$ cat src/rtl/pb_debouncer_pkg.sv
// Shared types and default constants for the pushbutton debouncer.
package pb_debouncer_pkg;

  localparam int unsigned PB_SYNC_STAGES_DEF   = 2;
  localparam int unsigned PB_STABLE_CYCLES_DEF = 16;

  // Debounce FSM: two settled levels, each with a qualification state
  // that is entered when the synchronized input starts to disagree.
  typedef enum logic [1:0] {
    IDLE_LOW  = 2'd0,
    QUAL_HIGH = 2'd1,
    IDLE_HIGH = 2'd2,
    QUAL_LOW  = 2'd3
  } pb_state_e;

endpackage : pb_debouncer_pkg

$ cat src/rtl/pb_debouncer_if.sv
// Pushbutton pin in, debounced level and filter status out.
interface pb_debouncer_if;

  logic pb_raw;
  logic pb_clean;
  logic filtering;

  modport master (
    output pb_raw,
    input  pb_clean,
    input  filtering
  );

  modport slave (
    input  pb_raw,
    output pb_clean,
    output filtering
  );

endinterface : pb_debouncer_if

$ cat src/rtl/pb_sync.sv
// Multi-flop synchronizer for one asynchronous bit; every stage resets to RST_VAL.
module pb_sync #(
  parameter int unsigned STAGES  = 2,
  parameter logic        RST_VAL = 1'b0
) (
  input  logic clk,
  input  logic reset,
  input  logic d_i,
  output logic q_o
);

  logic [STAGES-1:0] sync_q;

  // Shift the input through the flop chain; reset forces the idle level.
  always_ff @(posedge clk or posedge reset) begin
    if (reset) begin
      sync_q <= {STAGES{RST_VAL}};
    end else begin
      sync_q <= {sync_q[STAGES-2:0], d_i};
    end
  end

  assign q_o = sync_q[STAGES-1];

endmodule : pb_sync

$ cat src/rtl/pb_debouncer.sv
// Pushbutton debouncer: synchronizer followed by a four-state qualification FSM.
// A new level is accepted only after STABLE_CYCLES consecutive agreeing samples.
// Build option: PB_DEBOUNCER_ACTIVE_LOW_EN -- pin is active-low (released = 1);
// it is inverted ahead of the synchronizer so pb_clean stays active-high.
module pb_debouncer
  import pb_debouncer_pkg::*;
#(
  parameter int unsigned SYNC_STAGES   = PB_SYNC_STAGES_DEF,
  parameter int unsigned STABLE_CYCLES = PB_STABLE_CYCLES_DEF,
  parameter int unsigned CNT_W         = $clog2(STABLE_CYCLES) + 1
) (
  input  logic           clk,
  input  logic           reset,
  pb_debouncer_if.slave  pb_if
);

  localparam logic [CNT_W-1:0] CNT_MAX = CNT_W'(STABLE_CYCLES - 1);

  logic raw_lvl;

`ifdef PB_DEBOUNCER_ACTIVE_LOW_EN
  // Released pin reads 1; after inversion that idle level is 0, which is
  // what the synchronizer holds in reset.
  localparam logic SYNC_RST = 1'b0;
  assign raw_lvl = ~pb_if.pb_raw;
`else
  localparam logic SYNC_RST = 1'b0;
  assign raw_lvl = pb_if.pb_raw;
`endif

  logic      sync_q;
  pb_state_e state_q, state_d;
  logic [CNT_W-1:0] cnt_q, cnt_d;
  logic      pb_clean_q, pb_clean_d;
  logic      filtering_q, filtering_d;

  pb_sync #(
    .STAGES  (SYNC_STAGES),
    .RST_VAL (SYNC_RST)
  ) u_sync (
    .clk   (clk),
    .reset (reset),
    .d_i   (raw_lvl),
    .q_o   (sync_q)
  );

  // State, counter and registered outputs; reset drops any pending change.
  always_ff @(posedge clk or posedge reset) begin
    if (reset) begin
      state_q     <= IDLE_LOW;
      cnt_q       <= '0;
      pb_clean_q  <= 1'b0;
      filtering_q <= 1'b0;
    end else begin
      state_q     <= state_d;
      cnt_q       <= cnt_d;
      pb_clean_q  <= pb_clean_d;
      filtering_q <= filtering_d;
    end
  end

  // Next state, counter, and output decode of the next state.
  always_comb begin
    state_d = state_q;
    cnt_d   = cnt_q;

    unique case (state_q)
      IDLE_LOW: begin
        if (sync_q) begin
          state_d = QUAL_HIGH;
          cnt_d   = CNT_W'(1);
        end else begin
          cnt_d   = '0;
        end
      end
      QUAL_HIGH: begin
        if (!sync_q) begin
          state_d = IDLE_LOW;
          cnt_d   = '0;
        end else if (cnt_q == CNT_MAX) begin
          state_d = IDLE_HIGH;
          cnt_d   = '0;
        end else begin
          cnt_d   = cnt_q + CNT_W'(1);
        end
      end
      IDLE_HIGH: begin
        if (!sync_q) begin
          state_d = QUAL_LOW;
          cnt_d   = CNT_W'(1);
        end else begin
          cnt_d   = '0;
        end
      end
      QUAL_LOW: begin
        if (sync_q) begin
          state_d = IDLE_HIGH;
          cnt_d   = '0;
        end else if (cnt_q == CNT_MAX) begin
          state_d = IDLE_LOW;
          cnt_d   = '0;
        end else begin
          cnt_d   = cnt_q + CNT_W'(1);
        end
      end
      default: begin
        state_d = IDLE_LOW;
        cnt_d   = '0;
      end
    endcase

    pb_clean_d  = (state_d == IDLE_HIGH) || (state_d == QUAL_LOW);
    filtering_d = (state_d == QUAL_HIGH) || (state_d == QUAL_LOW);
  end

  assign pb_if.pb_clean  = pb_clean_q;
  assign pb_if.filtering = filtering_q;

endmodule : pb_debouncer

$ cat src/flat_wrapper.sv
// flat-port wrapper written by rule: the top's interface ports become plain ports
module pb_debouncer_flat import pb_debouncer_pkg::*;
#(
  parameter int unsigned SYNC_STAGES   = PB_SYNC_STAGES_DEF,
  parameter int unsigned STABLE_CYCLES = PB_STABLE_CYCLES_DEF,
  parameter int unsigned CNT_W         = $clog2(STABLE_CYCLES) + 1
)
  (clk, reset, pb_if_pb_raw, pb_if_pb_clean, pb_if_filtering);
  pb_debouncer_if pb_if_i ();
  input  logic clk;
  input  logic reset;
  input wire logic [$bits(pb_if_i.pb_raw)-1:0] pb_if_pb_raw;
  output wire logic [$bits(pb_if_i.pb_clean)-1:0] pb_if_pb_clean;
  output wire logic [$bits(pb_if_i.filtering)-1:0] pb_if_filtering;
  assign pb_if_i.pb_raw = pb_if_pb_raw;
  assign pb_if_pb_clean = pb_if_i.pb_clean;
  assign pb_if_filtering = pb_if_i.filtering;
  pb_debouncer #(.SYNC_STAGES(SYNC_STAGES), .STABLE_CYCLES(STABLE_CYCLES), .CNT_W(CNT_W)) u_core (.clk(clk), .reset(reset), .pb_if(pb_if_i));
endmodule
$ cat config.mk
export PLATFORM = sky130hd
export DESIGN_NAME = pb_debouncer_flat
export DESIGN_NICKNAME = d
export VERILOG_FILES = /design/src/rtl/pb_debouncer_pkg.sv /design/src/rtl/pb_debouncer_if.sv /design/src/rtl/pb_sync.sv /design/src/rtl/pb_debouncer.sv /design/src/flat_wrapper.sv
export SDC_FILE = /design/constraint.sdc
export NUM_CORES = 1
export LEC_CHECK = 0
export BUFFER_PORTS_ARGS = -buffer_cell sky130_fd_sc_hd__buf_4
export CORE_AREA = 2 2 39 41
export DETAILED_ROUTE_END_ITERATION = 6
export DIE_AREA = 0 0 41 43
export GPL_TIMING_DRIVEN = 1
export PLACE_DENSITY = 0.59
export SETUP_SLACK_MARGIN = 0.5
export SYNTH_ARGS = -nofsm -noshare
export SYNTH_HDL_FRONTEND = slang
export SYNTH_HIERARCHICAL = 1
export SYNTH_SLANG_ARGS = --single-unit
export TNS_END_PERCENT = 50
$ cat constraint.sdc
create_clock -name clk -period 2.6 [get_ports clk]
set_input_delay 0.13 -clock clk [delete_from_list [all_inputs] [get_ports clk]]
set_output_delay 0.13 -clock clk [all_outputs]
set_load 0.01 [all_outputs]
==> results.rst <==
.. list-table::
   :header-rows: 1

   * - Metric
     - Value
   * - Number of gates given a new drive strength after cts
     - 0
   * - Cell chosen for the clock root
     - sky130_fd_sc_hd__clkbuf_4
   * - Core Footprint
     - 1380 µm²
   * - Post-route core utilization
     - 0.365
   * - Final setup skew
     - 0.00228 ns
   * - Final critical delay including setup and external delays
     - 1.39 ns
   * - Share of the cycle needed by the critical path after routing
     - 0.536
   * - Worst-case clock buffer depth
     - 2
   * - Nature of the critical path startpoint
     - register
   * - Required time at the worst-slack endpoint
     - 2.75 ns
   * - PD cells
     - 626 nW/µm²
   * - Die area
     - 1760 µm²
   * - Highest clock rate
     - 0.718 GHz
   * - Sw Ratio
     - 0.201
   * - Unrepaired setup endpoints after global routing
     - no
   * - Detailed-route via count
     - 254
   * - Post-Syn Area
     - 399 µm²
   * - Clock tree from TritonCTS
     - built
   * - Area added between synthesis and finish
     - 26.6%
   * - Number of sinks driven by the clock tree
     - 10
   * - Floorplan row count
     - 14
   * - Num CTS Buffers
     - 3
   * - Summed area of non-filler cells in the final layout
     - 505 µm²
   * - Number of max-cap violations
     - 0
   * - Max-slew violation count
     - 0
   * - Count of mapped cells out of synthesis
     - 31
   * - Worst slew slack as a fraction of its limit
     - 0.801
   * - Count of warnings emitted by yosys
     - 6
   * - Antenna cell count
     - 0
   * - Peak supply drop
     - 313 µV
   * - Commonest cells after routing, fill and taps aside
     - sky130_fd_sc_hd__dfrtp_1, sky130_fd_sc_hd__buf_4, sky130_fd_sc_hd__inv_1, sky130_fd_sc_hd__and3_1, sky130_fd_sc_hd__clkbuf_4
   * - Number of remaining DRC errors
     - 0
   * - Post-synth cell types
     - 13
   * - Placer Congestion
     - 0.567
   * - Worst-Skew Late Latency
     - 0.26 ns
   * - Clock network fraction of total power
     - 0.432
   * - Run status
     - finished clean
   * - Number of detailed-route iterations in the first pass
     - 4
   * - Count of input and output buffers
     - 4
   * - Pin count of the biggest net entering global routing
     - 9
   * - Sw Pwr
     - 63.5 µW
   * - Number of filler instances in the final layout
     - 138
   * - Dpl cell area
     - 449 µm²
   * - Starting density of the core
     - 0.288
   * - Yosys reg bits
     - 10
   * - Tightest Hold Check Type
     - input port to asynchronous set/reset pin
   * - Non-Filler Instances
     - 57
   * - Clock transition at the register clock pins on the worst setup and hold paths after CTS
     - 0.06 ns
   * - Post-DP HPWL
     - 536 µm
   * - Mean Syn Cell Area
     - 12.9 µm²
   * - Critical path type
     - register to register
   * - Portion of the post-synthesis area used by sequential elements
     - 0.627
   * - Wire length of the first global-routing pass
     - 1090 µm
   * - Die Wd
     - 41 µm
   * - Initial antenna violation count
     - 0
   * - Worst slew pin tran
     - 0.298 ns
   * - Part of the power in combinational logic
     - 0.051
   * - Placed cell count
     - 51
   * - Total gr overflow
     - 0
   * - Leakage Power
     - 0.000295 µW
   * - Fraction of synthesized cell area taken by the top area cell type
     - 0.627
   * - Synthesized net count
     - 35
   * - Fin nets
     - 46
   * - Number of routed nets with antenna violations
     - 0
   * - Part of the total power dissipated in sequential elements
     - 0.517
   * - Number of H-tree levels
     - 1
   * - Synth top area cells
     - sky130_fd_sc_hd__dfrtp_1, sky130_fd_sc_hd__and3_1, sky130_fd_sc_hd__mux2_1, sky130_fd_sc_hd__xor2_1, sky130_fd_sc_hd__inv_1
   * - Number of global-route vias before repair
     - 287
   * - Average wire per cell in the routed design
     - 11.9 µm
   * - Library cell contributing the largest single delay on the critical path
     - sky130_fd_sc_hd__dfrtp_1
   * - Layout cells sized above 1
     - 0.244
   * - Count of final setup violators
     - 0
   * - Internal cell power
     - 253 µW
   * - Largest fanout on the critical path
     - 4
   * - Most common cell after layout, fill and taps aside
     - sky130_fd_sc_hd__dfrtp_1
   * - Storage cell area
     - 250 µm²
   * - Maximum single-stage delay on the critical path
     - 0.37 ns
   * - Number of DRC violations after detailed-routing iteration 0
     - 2
   * - Kind of end point of the critical path
     - register
   * - Wire length after detailed routing
     - 677 µm
   * - Die Y-Extent
     - 43 µm
   * - Worst Slack Setup Final
     - 1.21 ns
   * - Chain of cells forming the critical path
     - ha_1 > nand4b_2 > nor2_2 > mux2_1
   * - Placement Setup Slack
     - 1.21 ns
   * - Top cell type by total area after synthesis
     - sky130_fd_sc_hd__dfrtp_1
   * - Num ports
     - 5
   * - Count of endpoints failing hold in the final timing report
     - 0
   * - Data arrival time of the critical path
     - 1.54 ns
   * - Area of the multi-input gates
     - 134 µm²
   * - All-Layer GR Usage
     - 0.0982
   * - Accumulated negative setup slack
     - 0 ns
   * - Via density per instance
     - 4.46
## cell families after synthesis
logic type,after synthesis,share of synthesized area
buf+inv,4,0.0376
mux,2,0.0564
xor+xnor,3,0.0658
simple gates,9,0.157
compound gates,2,0.0251
flops,10,0.627
fa+ha+maj,1,0.0313
## metal layers
metal  global-route usage  share of wire  vias up
met3               0.0157          0.032        2
met1               0.0922           0.38      123
met5                    0              0        -
met4                0.100          0.024        0
met2                0.159           0.56        8
li1                     -              -      121
## sequential cells by signal, summed over array words and instances (netlist names)
register,count
u_core/cnt_q,5
u_core/pb_if.pb_clean,1
u_core/state_q,2
u_core/u_sync/sync_q,2
## final timing paths
| path | startpoint | endpoint | slack, ns | depth (start not counted) |
|---|---|---|---|---|
| min reg2reg | u_core/u_sync/sync_q[0]$_DFF_PP0_ | u_core/u_sync/sync_q[1]$_DFF_PP0_ | 0.35 | 0 |
| max in group asynchronous | reset | u_core/cnt_q[1]$_DFF_PP0_ | 2.00 | 3 |
| min | reset | u_core/u_sync/sync_q[1]$_DFF_PP0_ | 0.27 | 3 |
| min in group clk | u_core/u_sync/sync_q[0]$_DFF_PP0_ | u_core/u_sync/sync_q[1]$_DFF_PP0_ | 0.35 | 0 |
| max | u_core/cnt_q[0]$_DFF_PP0_ | u_core/state_q[1]$_DFF_PP0_ | 1.21 | 4 |
| max reg2reg | u_core/cnt_q[0]$_DFF_PP0_ | u_core/state_q[1]$_DFF_PP0_ | 1.21 | 4 |
## area by class of cell
cell class | instances | share of cell area
tap | 16 | 0.0396
clock buffer | 4 | 0.0718
inverter | 4 | 0.0297
sequential | 10 | 0.495
timing repair buffer | 6 | 0.0990
multi-input combinational | 17 | 0.265
## worst max-delay path, delay by kind of cell, from the launching register on
family        cells  cell delay, ns
fa+ha+maj         1            0.23
flops             1            0.37
mux               1            0.34
simple gates      2            0.33
## metrics by stage
step                      hold WS [ns]  power, µW
after floorplan                 -0.129        174
after global placement        -0.00557        179
after detailed placement      0.000168        180
after CTS                        0.268        321
after global routing             0.291        328
final                            0.275        316
## repair_timing
| action | 4_1_cts | 5_1_grt |
|---|---|---|
| setup buffers | 0 | 0 |
| endpoints found under the setup margin | 0 | 0 |
| endpoints found under the hold margin | 11 | 0 |
| hold buffers | 2 | 0 |
## synth_stat cells, drive strengths merged
library cell	number
mux2	2
inv	4
nand4b	1
and2	1
a21oi	1
dfrtp	10
ha	1
o21ai	1
xnor2	1
and3	4
nor2	1
nand3	2
xor2	2
## power groups by stage
stage               clock network, µW  registers, µW  logic (µW)
finish                            137            164        16.0
CTS                               141            164        16.2
floorplan                           0            166        7.78
global route                      146            164        18.0
detailed placement                  0            167        13.9
global placement                    0            166        12.9
No activity file was read; power rests on OpenSTA's default activity.
